===== src/rtl/saturn_rstk_ctrl.sv =====
// rtl/saturn_rstk_ctrl.sv - Saturn return-stack controller (8 x 20-bit RSTK, pointer, debugger port)
//
// Ports:
//   i_clk, i_reset            core clock, synchronous active-high reset
//   i_clk_en, i_phases        core clock enable, one-hot phase (bit 3 = decoder slot)
//   i_bus_busy                bus stall, blocks decoder requests
//   i_push_req/i_push_val     decoder push
//   i_pop_req                 decoder pop
//   o_pop_val/o_pop_valid     popped value (held) and its one-cycle strobe
//   o_push_ack                one-cycle push-committed strobe
//   i_dbg_req/wr/ptr/wdata    debugger access (level request, held until ack)
//   o_dbg_rdata/o_dbg_ack     debugger read data and completion strobe
//   o_busy                    high whenever the controller is not in IDLE
//   o_rstk_ptr, o_depth       top-of-stack pointer and valid-entry count (0..8)
module saturn_rstk_ctrl (
    input  logic        i_clk,
    input  logic        i_reset,
    input  logic        i_clk_en,
    input  logic [3:0]  i_phases,
    input  logic        i_bus_busy,
    input  logic        i_push_req,
    input  logic [19:0] i_push_val,
    input  logic        i_pop_req,
    output logic [19:0] o_pop_val,
    output logic        o_pop_valid,
    output logic        o_push_ack,
    input  logic        i_dbg_req,
    input  logic        i_dbg_wr,
    input  logic [2:0]  i_dbg_ptr,
    input  logic [19:0] i_dbg_wdata,
    output logic [19:0] o_dbg_rdata,
    output logic        o_dbg_ack,
    output logic        o_busy,
    output logic [2:0]  o_rstk_ptr,
    output logic [3:0]  o_depth
);

    typedef enum logic [1:0] {
        ST_INIT    = 2'd0,
        ST_IDLE    = 2'd1,
        ST_POP_CLR = 2'd2
    } state_t;

    state_t      state_q;
    logic [2:0]  cnt_q;
    logic [2:0]  ptr_q;
    logic [3:0]  depth_q;
    logic [19:0] rstk_q [8];
    logic [19:0] pop_val_q;
    logic        pop_valid_q;
    logic        push_ack_q;
    logic [19:0] dbg_rdata_q;
    logic        dbg_ack_q;

    logic        dslot;
    logic [2:0]  ptr_inc_d;
    logic [2:0]  ptr_dec_d;
    logic [3:0]  depth_inc_d;
    logic [3:0]  depth_dec_d;

    // Only phase 3 carries decoder requests; the other phase bits are unused here.
    logic unused_phases;
    assign unused_phases = &{1'b0, i_phases[2:0]};

    assign dslot       = (state_q == ST_IDLE) && i_clk_en && i_phases[3] && !i_bus_busy;
    assign ptr_inc_d   = ptr_q + 3'd1;
    assign ptr_dec_d   = ptr_q - 3'd1;
    // Depth saturates at both ends; the pointer wraps freely.
    assign depth_inc_d = (depth_q == 4'd8) ? 4'd8 : depth_q + 4'd1;
    assign depth_dec_d = (depth_q == 4'd0) ? 4'd0 : depth_q - 4'd1;

    always_ff @(posedge i_clk) begin
        if (i_reset) begin
            state_q     <= ST_INIT;
            cnt_q       <= 3'd0;
            ptr_q       <= 3'd7;
            depth_q     <= 4'd0;
            pop_val_q   <= 20'h00000;
            pop_valid_q <= 1'b0;
            push_ack_q  <= 1'b0;
            dbg_rdata_q <= 20'h00000;
            dbg_ack_q   <= 1'b0;
        end else begin
            pop_valid_q <= 1'b0;
            push_ack_q  <= 1'b0;
            dbg_ack_q   <= 1'b0;
            case (state_q)
                ST_INIT: begin
                    // Free-running clear; does not wait for i_clk_en.
                    rstk_q[cnt_q] <= 20'h00000;
                    cnt_q         <= cnt_q + 3'd1;
                    if (cnt_q == 3'd7) begin
                        state_q <= ST_IDLE;
                    end
                end
                ST_IDLE: begin
                    if (dslot && i_push_req && i_pop_req) begin
                        // Replace-top: read and overwrite the same entry in one cycle.
                        pop_val_q     <= rstk_q[ptr_q];
                        rstk_q[ptr_q] <= i_push_val;
                        pop_valid_q   <= 1'b1;
                        push_ack_q    <= 1'b1;
                    end else if (dslot && i_push_req) begin
                        rstk_q[ptr_inc_d] <= i_push_val;
                        ptr_q             <= ptr_inc_d;
                        depth_q           <= depth_inc_d;
                        push_ack_q        <= 1'b1;
                    end else if (dslot && i_pop_req) begin
                        pop_val_q <= rstk_q[ptr_q];
                        state_q   <= ST_POP_CLR;
                    end else if (i_dbg_req) begin
                        // Debugger only gets cycles the decoder did not claim.
                        if (i_dbg_wr) begin
                            rstk_q[i_dbg_ptr] <= i_dbg_wdata;
                        end else begin
                            dbg_rdata_q <= rstk_q[i_dbg_ptr];
                        end
                        dbg_ack_q <= 1'b1;
                    end
                end
                ST_POP_CLR: begin
                    // Popped entries are zeroed so an underflow pop always returns 0.
                    rstk_q[ptr_q] <= 20'h00000;
                    ptr_q         <= ptr_dec_d;
                    depth_q       <= depth_dec_d;
                    pop_valid_q   <= 1'b1;
                    state_q       <= ST_IDLE;
                end
                default: begin
                    state_q <= ST_INIT;
                    cnt_q   <= 3'd0;
                end
            endcase
        end
    end

    assign o_pop_val   = pop_val_q;
    assign o_pop_valid = pop_valid_q;
    assign o_push_ack  = push_ack_q;
    assign o_dbg_rdata = dbg_rdata_q;
    assign o_dbg_ack   = dbg_ack_q;
    assign o_busy      = (state_q != ST_IDLE);
    assign o_rstk_ptr  = ptr_q;
    assign o_depth     = depth_q;

endmodule


===== config.mk =====
export PLATFORM = sky130hd
export DESIGN_NAME = saturn_rstk_ctrl
export DESIGN_NICKNAME = d
export VERILOG_FILES = /design/src/rtl/saturn_rstk_ctrl.sv
export SDC_FILE = /design/constraint.sdc
export NUM_CORES = 1
export LEC_CHECK = 0
export ABC_AREA = 1
export BUFFER_PORTS_ARGS = -buffer_cell sky130_fd_sc_hd__buf_4
export CAP_MARGIN = 20
export CORE_UTILIZATION = 35
export DETAILED_ROUTE_END_ITERATION = 10
export GPL_TIMING_DRIVEN = 0
export PLACE_DENSITY = 0.55
export SLEW_MARGIN = 10
export SYNTH_ARGS = -nofsm -noshare
export SYNTH_HDL_FRONTEND = slang
export SYNTH_SLANG_ARGS = --single-unit

===== constraint.sdc =====
create_clock -name i_clk -period 4.33 [get_ports i_clk]
set_clock_uncertainty 0.2 [all_clocks]
set_input_delay 1.299 -clock i_clk [delete_from_list [all_inputs] [get_ports i_clk]]
set_output_delay 1.299 -clock i_clk [all_outputs]
set_load 0.005 [all_outputs]

# Word level (Yosys, flattened, before mapping)
# Memory sizes are Yosys's and may differ from the RTL's. A register that Yosys moved wholly into a read port is not among the register bits.
# Index checks and enable logic that the tools add are counted.
[totals]
reg_bits = 35
mem_bits_rw = 160
input_bits = 55
output_inout_bits = 51
elab_cells = 107
n_memories = 1
[memory_table]
columns = ["name", "depth", "word_bits", "rd", "rd_ports_with_merged_regs", "write_ports", "line", "rtl"]
rows = [
  ["rstk_q", 8, 20, 2, 2, 1, "48", "logic [19:0] rstk_q [8];"],
]
[classes]
addsub = 5
eq_ne = 11
muxes = 55
bitwise_logic = 6
reduce_logical = 21
[ops]
columns = ["operator", "n"]
rows = [
  ["2-to-1 mux 20 bit", 7],
  ["OR reduction 20 bit", 3],
  ["2-to-1 mux 1 bit", 28],
  ["2-to-1 mux 3 bit", 7],
  ["2-to-1 mux 4 bit", 4],
  ["one-hot mux 3 bit (2 select lines)", 2],
  ["2-to-1 mux 2 bit", 4],
  ["inequality test 2 x 1 -> 1 bit (second input constant)", 4],
  ["one-hot mux 4 bit (2 select lines)", 1],
  ["adder 3 x 1 -> 3 bit (second input constant)", 2],
  ["logical AND 1 bit", 6],
  ["inequality test 2 bit (second input constant)", 3],
  ["one-hot mux 2 bit (3 select lines)", 1],
  ["AND reduction 3 bit", 2],
  ["AND reduction 6 bit", 1],
  ["NOT 1 bit", 5],
  ["OR reduction 5 bit", 1],
  ["adder 4 x 1 -> 4 bit (second input constant)", 1],
  ["equality test 4 bit (second input constant)", 1],
  ["logical NOT 4 bit", 1],
  ["AND reduction 4 bit", 1],
  ["nonzero test 2 bit", 2],
  ["OR reduction 2 bit", 2],
  ["subtractor 4 x 1 -> 4 bit (second input constant)", 1],
  ["other kinds (8)", 8],
]

# Logic depth before layout (Yosys ltp)
[depth]
word_depth = 15
mapped_depth = 12
mapped_depth_nobuf = 12

# Least setup slack after synthesis
# No wires, ideal clock.
[synth_path]
kind = "input -> register"
from = "input i_bus_busy"
to = "memory rstk_q[4][0] (enable)"
setup_ns = 0.397
arrival_time_ns = 3.040
required_time_ns = 3.733
setup_slack_ns = 0.694
stages = 10
path_buffers = 0
cell_sequence = "inv_1 > nand2_1 > nor2_4 > nand2_2 > nand3_2 > nor2_4 > nor2_1 > a21oi_2 > nand2_1 > nor2_1"
[synth_via]
elab_chain_cells = 13
elab_cells_between_ends = 30
cone_classes = "mux: 21; bitwise: 1; reduce/logical: 8"
[synth_rtl]
columns = ["item", "line", "rtl"]
rows = [
  ["start: declaration", "20", "input logic i_bus_busy,"],
  ["logical NOT 1 bit (*)", "65", "assign dslot = (state_q == ST_IDLE) && i_clk_en && i_phases[3] && !i_bus_busy;"],
  ["logical AND 1 bit (*)", "65", ""],
  ["logical AND 1 bit", "97, 103", ""],
  ["logical AND 1 bit", "97", "if (dslot && i_push_req && i_pop_req) begin"],
  ["2-to-1 mux 1 bit", "97", ""],
  ["2-to-1 mux 1 bit", "87", "case (state_q)"],
  ["2-to-1 mux 1 bit", "73", "if (i_reset) begin"],
  ["2-to-1 mux 1 bit (not written as such)", "100", "rstk_q[ptr_q] <= i_push_val;"],
  ["bitwise OR 1 bit (no source line)", "n/a", ""],
  ["OR reduction 20 bit (no source line)", "n/a", ""],
  ["2-to-1 mux 3 bit (no source line) / 2-to-1 mux 1 bit (equally long branches) (3 in a row)", "n/a", ""],
  ["end: declaration", "48", ""],
]
# Every way passes the cells marked *; elsewhere a longest branch is shown, timed or not.

# Worst setup path after layout
[layout_path]
from = "input i_clk_en"
to = "memory rstk_q[2][13] (enable)"
[layout_via]
elab_chain_cells = 14
elab_cells_between_ends = 31
cone_classes = "mux: 21; bitwise: 1; reduce/logical: 9"
[layout_rtl]
columns = ["item", "line", "rtl"]
rows = [
  ["start: declaration", "18", "input logic i_clk_en,"],
  ["logical AND 1 bit (*) (3 in a row)", "65", ""],
  ["logical AND 1 bit", "97, 103", ""],
  ["logical AND 1 bit", "97", ""],
  ["2-to-1 mux 1 bit", "97", ""],
  ["2-to-1 mux 1 bit", "87", ""],
  ["2-to-1 mux 1 bit", "73", ""],
  ["2-to-1 mux 1 bit (not written as such)", "100", ""],
  ["bitwise OR 1 bit (no source line)", "n/a", ""],
  ["OR reduction 20 bit (no source line)", "n/a", ""],
  ["2-to-1 mux 3 bit (no source line) / 2-to-1 mux 1 bit (equally long branches) (3 in a row)", "n/a", ""],
]
# Marked as above.

==> metrics <==
crit end category flip-flop; CTS Hold Buffers Added 0; initial drt markers 1,120; Yosys top cell by area edfxtp_1; first-pass GRT wire length 54.5 mm; required time of the critical path 4.35 ns; Placer Congestion 0.885; post-synth top area share 0.468; PwrDens 513 mW/mm^2; # port buffers 100; slew of the pin with the lowest slew margin 0.984 ns; met2 Usage GRT 0.362; Worst Hold Depth 2; final hold vios 0; largest net degree at the start of global routing 21; GRT Total Usage 0.244; Leak Pwr 4.73 nW; grt ovf 0; Clock Latency Late Sink 0.52 ns; worst-path maximum fanout 12; Residual DRC 0; Worst setup SP type primary input; Cell Area, Placed 0.0116 sq mm; Initial Util 0.356; die span in x 173 microns; switch share 0.330; Worst-path clk slew 0.06 ns; status finished, final reports clean; post-route cell area 0.0125 sq mm; final core utilization 0.433; post-CTS setup buffer count 0; H-Tree Depth 1; #FFs+latches synth 218; CTS tree done; antenna-violating nets left 0; DRT Wirelength 37.2 mm; clock sinks 218; vias per inst 5.65; syn avg cell area 9.48 sq um; EDFF count, synth 160; drt wl/cell 23.0 microns; Synth area leaders edfxtp_1 (47%), dfxtp_1 (11%), o21ai_0 (8.6%); Flop pwr share 0.413; worst hold path class reg -> reg; # setup viols final 0; met1 Track Usage GR 0.343; initial antenna violation count 1; post-route clock period utilization 0.846; Worst Reg-to-Reg Cells 12; chip height 173 microns; Synth Cell Area 0.0103 sq mm; layout cell share with drive strength beyond 1 0.166; RSZ-0062 raised after global routing no; Placeable Area 0.0288 sq mm; Cell Rows 62; combinational power share 0.252; clk buf depth 3; post-cts resize count 0; Crit Path Class in -> reg; Max Freq 273 MHz; crit path time final 3.66 ns; Post-layout nets 1,278; die area 0.0300 sq mm; CTS buffer count 24; Clock Power Share 0.335; VDD IR max 0.000262 V; Post-synth ARST share 0; Slew headroom 0.344; syn_nets 1,147; DP Wirelength 25.2 mm; clk root buf clkbuf_16; I/O pin count 106; P_int 0.00429 W; top post-synthesis cells by count o21ai_0 (177), edfxtp_1 (160), nand2_1 (132); register area share after synthesis 0.581; Post-Synthesis Cells 1,082; global route hottest layer met2; predominant post-synthesis flop cell edfxtp_1; WP data arrival 3.68 ns; post-synthesis cell type count 33; global-route met3 utilization 0.0664; fin. max-slew vios 0; most frequent cell after synthesis o21ai_0; via count 9,137; number of warnings issued by yosys 0; switching pwr 0.00211 W; number of global-route vias before repair 8,530; Pwr Total 0.00640 W; Area Growth Syn to Fin 21.6%; drt first pass iters 6; max-cap violations 0
[sequential cells by signal, summed over array words and instances (netlist names), named ones only]
register     count
o_rstk_ptr       3
rstk_q         160
o_pop_valid      1
o_depth          4
o_pop_val       20
o_dbg_ack        1
o_dbg_rdata     20
state_q          2
o_push_ack       1
cnt_q            3
[final cells by class]
| class | instances | area, sq um |
|---|---|---|
| antenna | 1 | 2.50 |
| sequential | 218 | 5970 |
| timing repair buffer | 105 | 856 |
| inverter | 79 | 297 |
| multi-input combinational | 703 | 3690 |
| tap | 384 | 480 |
| buffer | 82 | 355 |
| clock buffer | 35 | 703 |
| clock inverter | 9 | 123 |
| fill | 2759 | 16300 |
[cell usage in the layout (no fill, tap or decap), drive strengths merged, types with 2 or more instances in the layout]
| cell | Yosys | routed |
|---|---|---|
| nand4 | 2 | 2 |
| ha | 10 | 10 |
| bufinv | 0 | 3 |
| a21oi | 130 | 130 |
| edfxtp | 160 | 160 |
| nor3 | 4 | 4 |
| o21ai | 177 | 177 |
| o21a | 9 | 9 |
| o221ai | 9 | 9 |
| xor2 | 3 | 3 |
| clkbuf | 41 | 76 |
| nand2 | 136 | 136 |
| inv | 78 | 78 |
| nor2 | 78 | 78 |
| nand3 | 68 | 68 |
| a31oi | 4 | 4 |
| buf | 41 | 146 |
| clkinv | 1 | 6 |
| dfxtp | 58 | 58 |
| a211oi | 2 | 2 |
| o211ai | 66 | 66 |
[routing by layer]
metal	wire, microns	up-vias	part of all wire
li1	-	4132	-
met1	15700	4322	0.42
met2	15700	585	0.42
met3	4450	98	0.12
met4	1310	0	0.035
met5	0	-	0
[critical path, cell delays in order]
cell and delay [ns]:
buf_4 0.11, nand2_1 0.15, nor2_4 0.06, nand2_2 0.12, nand3_2 0.11, nor2_4 0.32, inv_2 0.15, nand3_1 0.14
nand3_1 0.28, nor2_2 0.66, buf_8 0.25
[power by group through the flow]
stage / Sequential, W / Clock (W) / Combinational, W
after floorplan: 0.00265 / 0 / 0.000910
after global placement: 0.00269 / 0 / 0.00149
after detailed placement: 0.00268 / 0 / 0.00157
after CTS: 0.00264 / 0.00216 / 0.00157
after global routing: 0.00266 / 0.00224 / 0.00174
final: 0.00264 / 0.00214 / 0.00161
[final timing paths]
kind / slack, ns / startpoint / endpoint
worst max-delay path: 0.67 / i_clk_en / rstk_q[2][13]
worst min-delay path: 0.27 / o_dbg_rdata[19] / o_dbg_rdata[19]
worst max register to register: 0.91 / state_q[1] / rstk_q[2][13]
worst min register to register: 0.27 / o_dbg_rdata[19] / o_dbg_rdata[19]
[stage by stage]
step	std cells	setup TNS, ns	hold slack [ns]	setup slack [ns]
5_1_grt	1615	0	0.288	0.483
2_1_floorplan	1082	0	0.261	0.694
4_1_cts	1615	0	0.267	0.691
3_5_place_dp	1571	0	0.257	0.172
3_3_place_gp	1566	-113.15	0.255	-1.01
6_report	1616	0	0.266	0.666
[cells by family (layout without fill, tap and decap cells)]
group | after synthesis | after routing | share of synthesized area
flip-flops | 218 | 218 | 0.581
other | 0 | 1 | 0
XOR/XNOR | 4 | 4 | 0.00342
buffers and inverters | 161 | 310 | 0.0635
adder cells (fa/ha/maj) | 10 | 10 | 0.0122
AO/OA/AOI/OAI | 399 | 399 | 0.218
AND/OR/NAND/NOR | 290 | 290 | 0.121
Note: power is estimated with default switching activity, not from simulation.
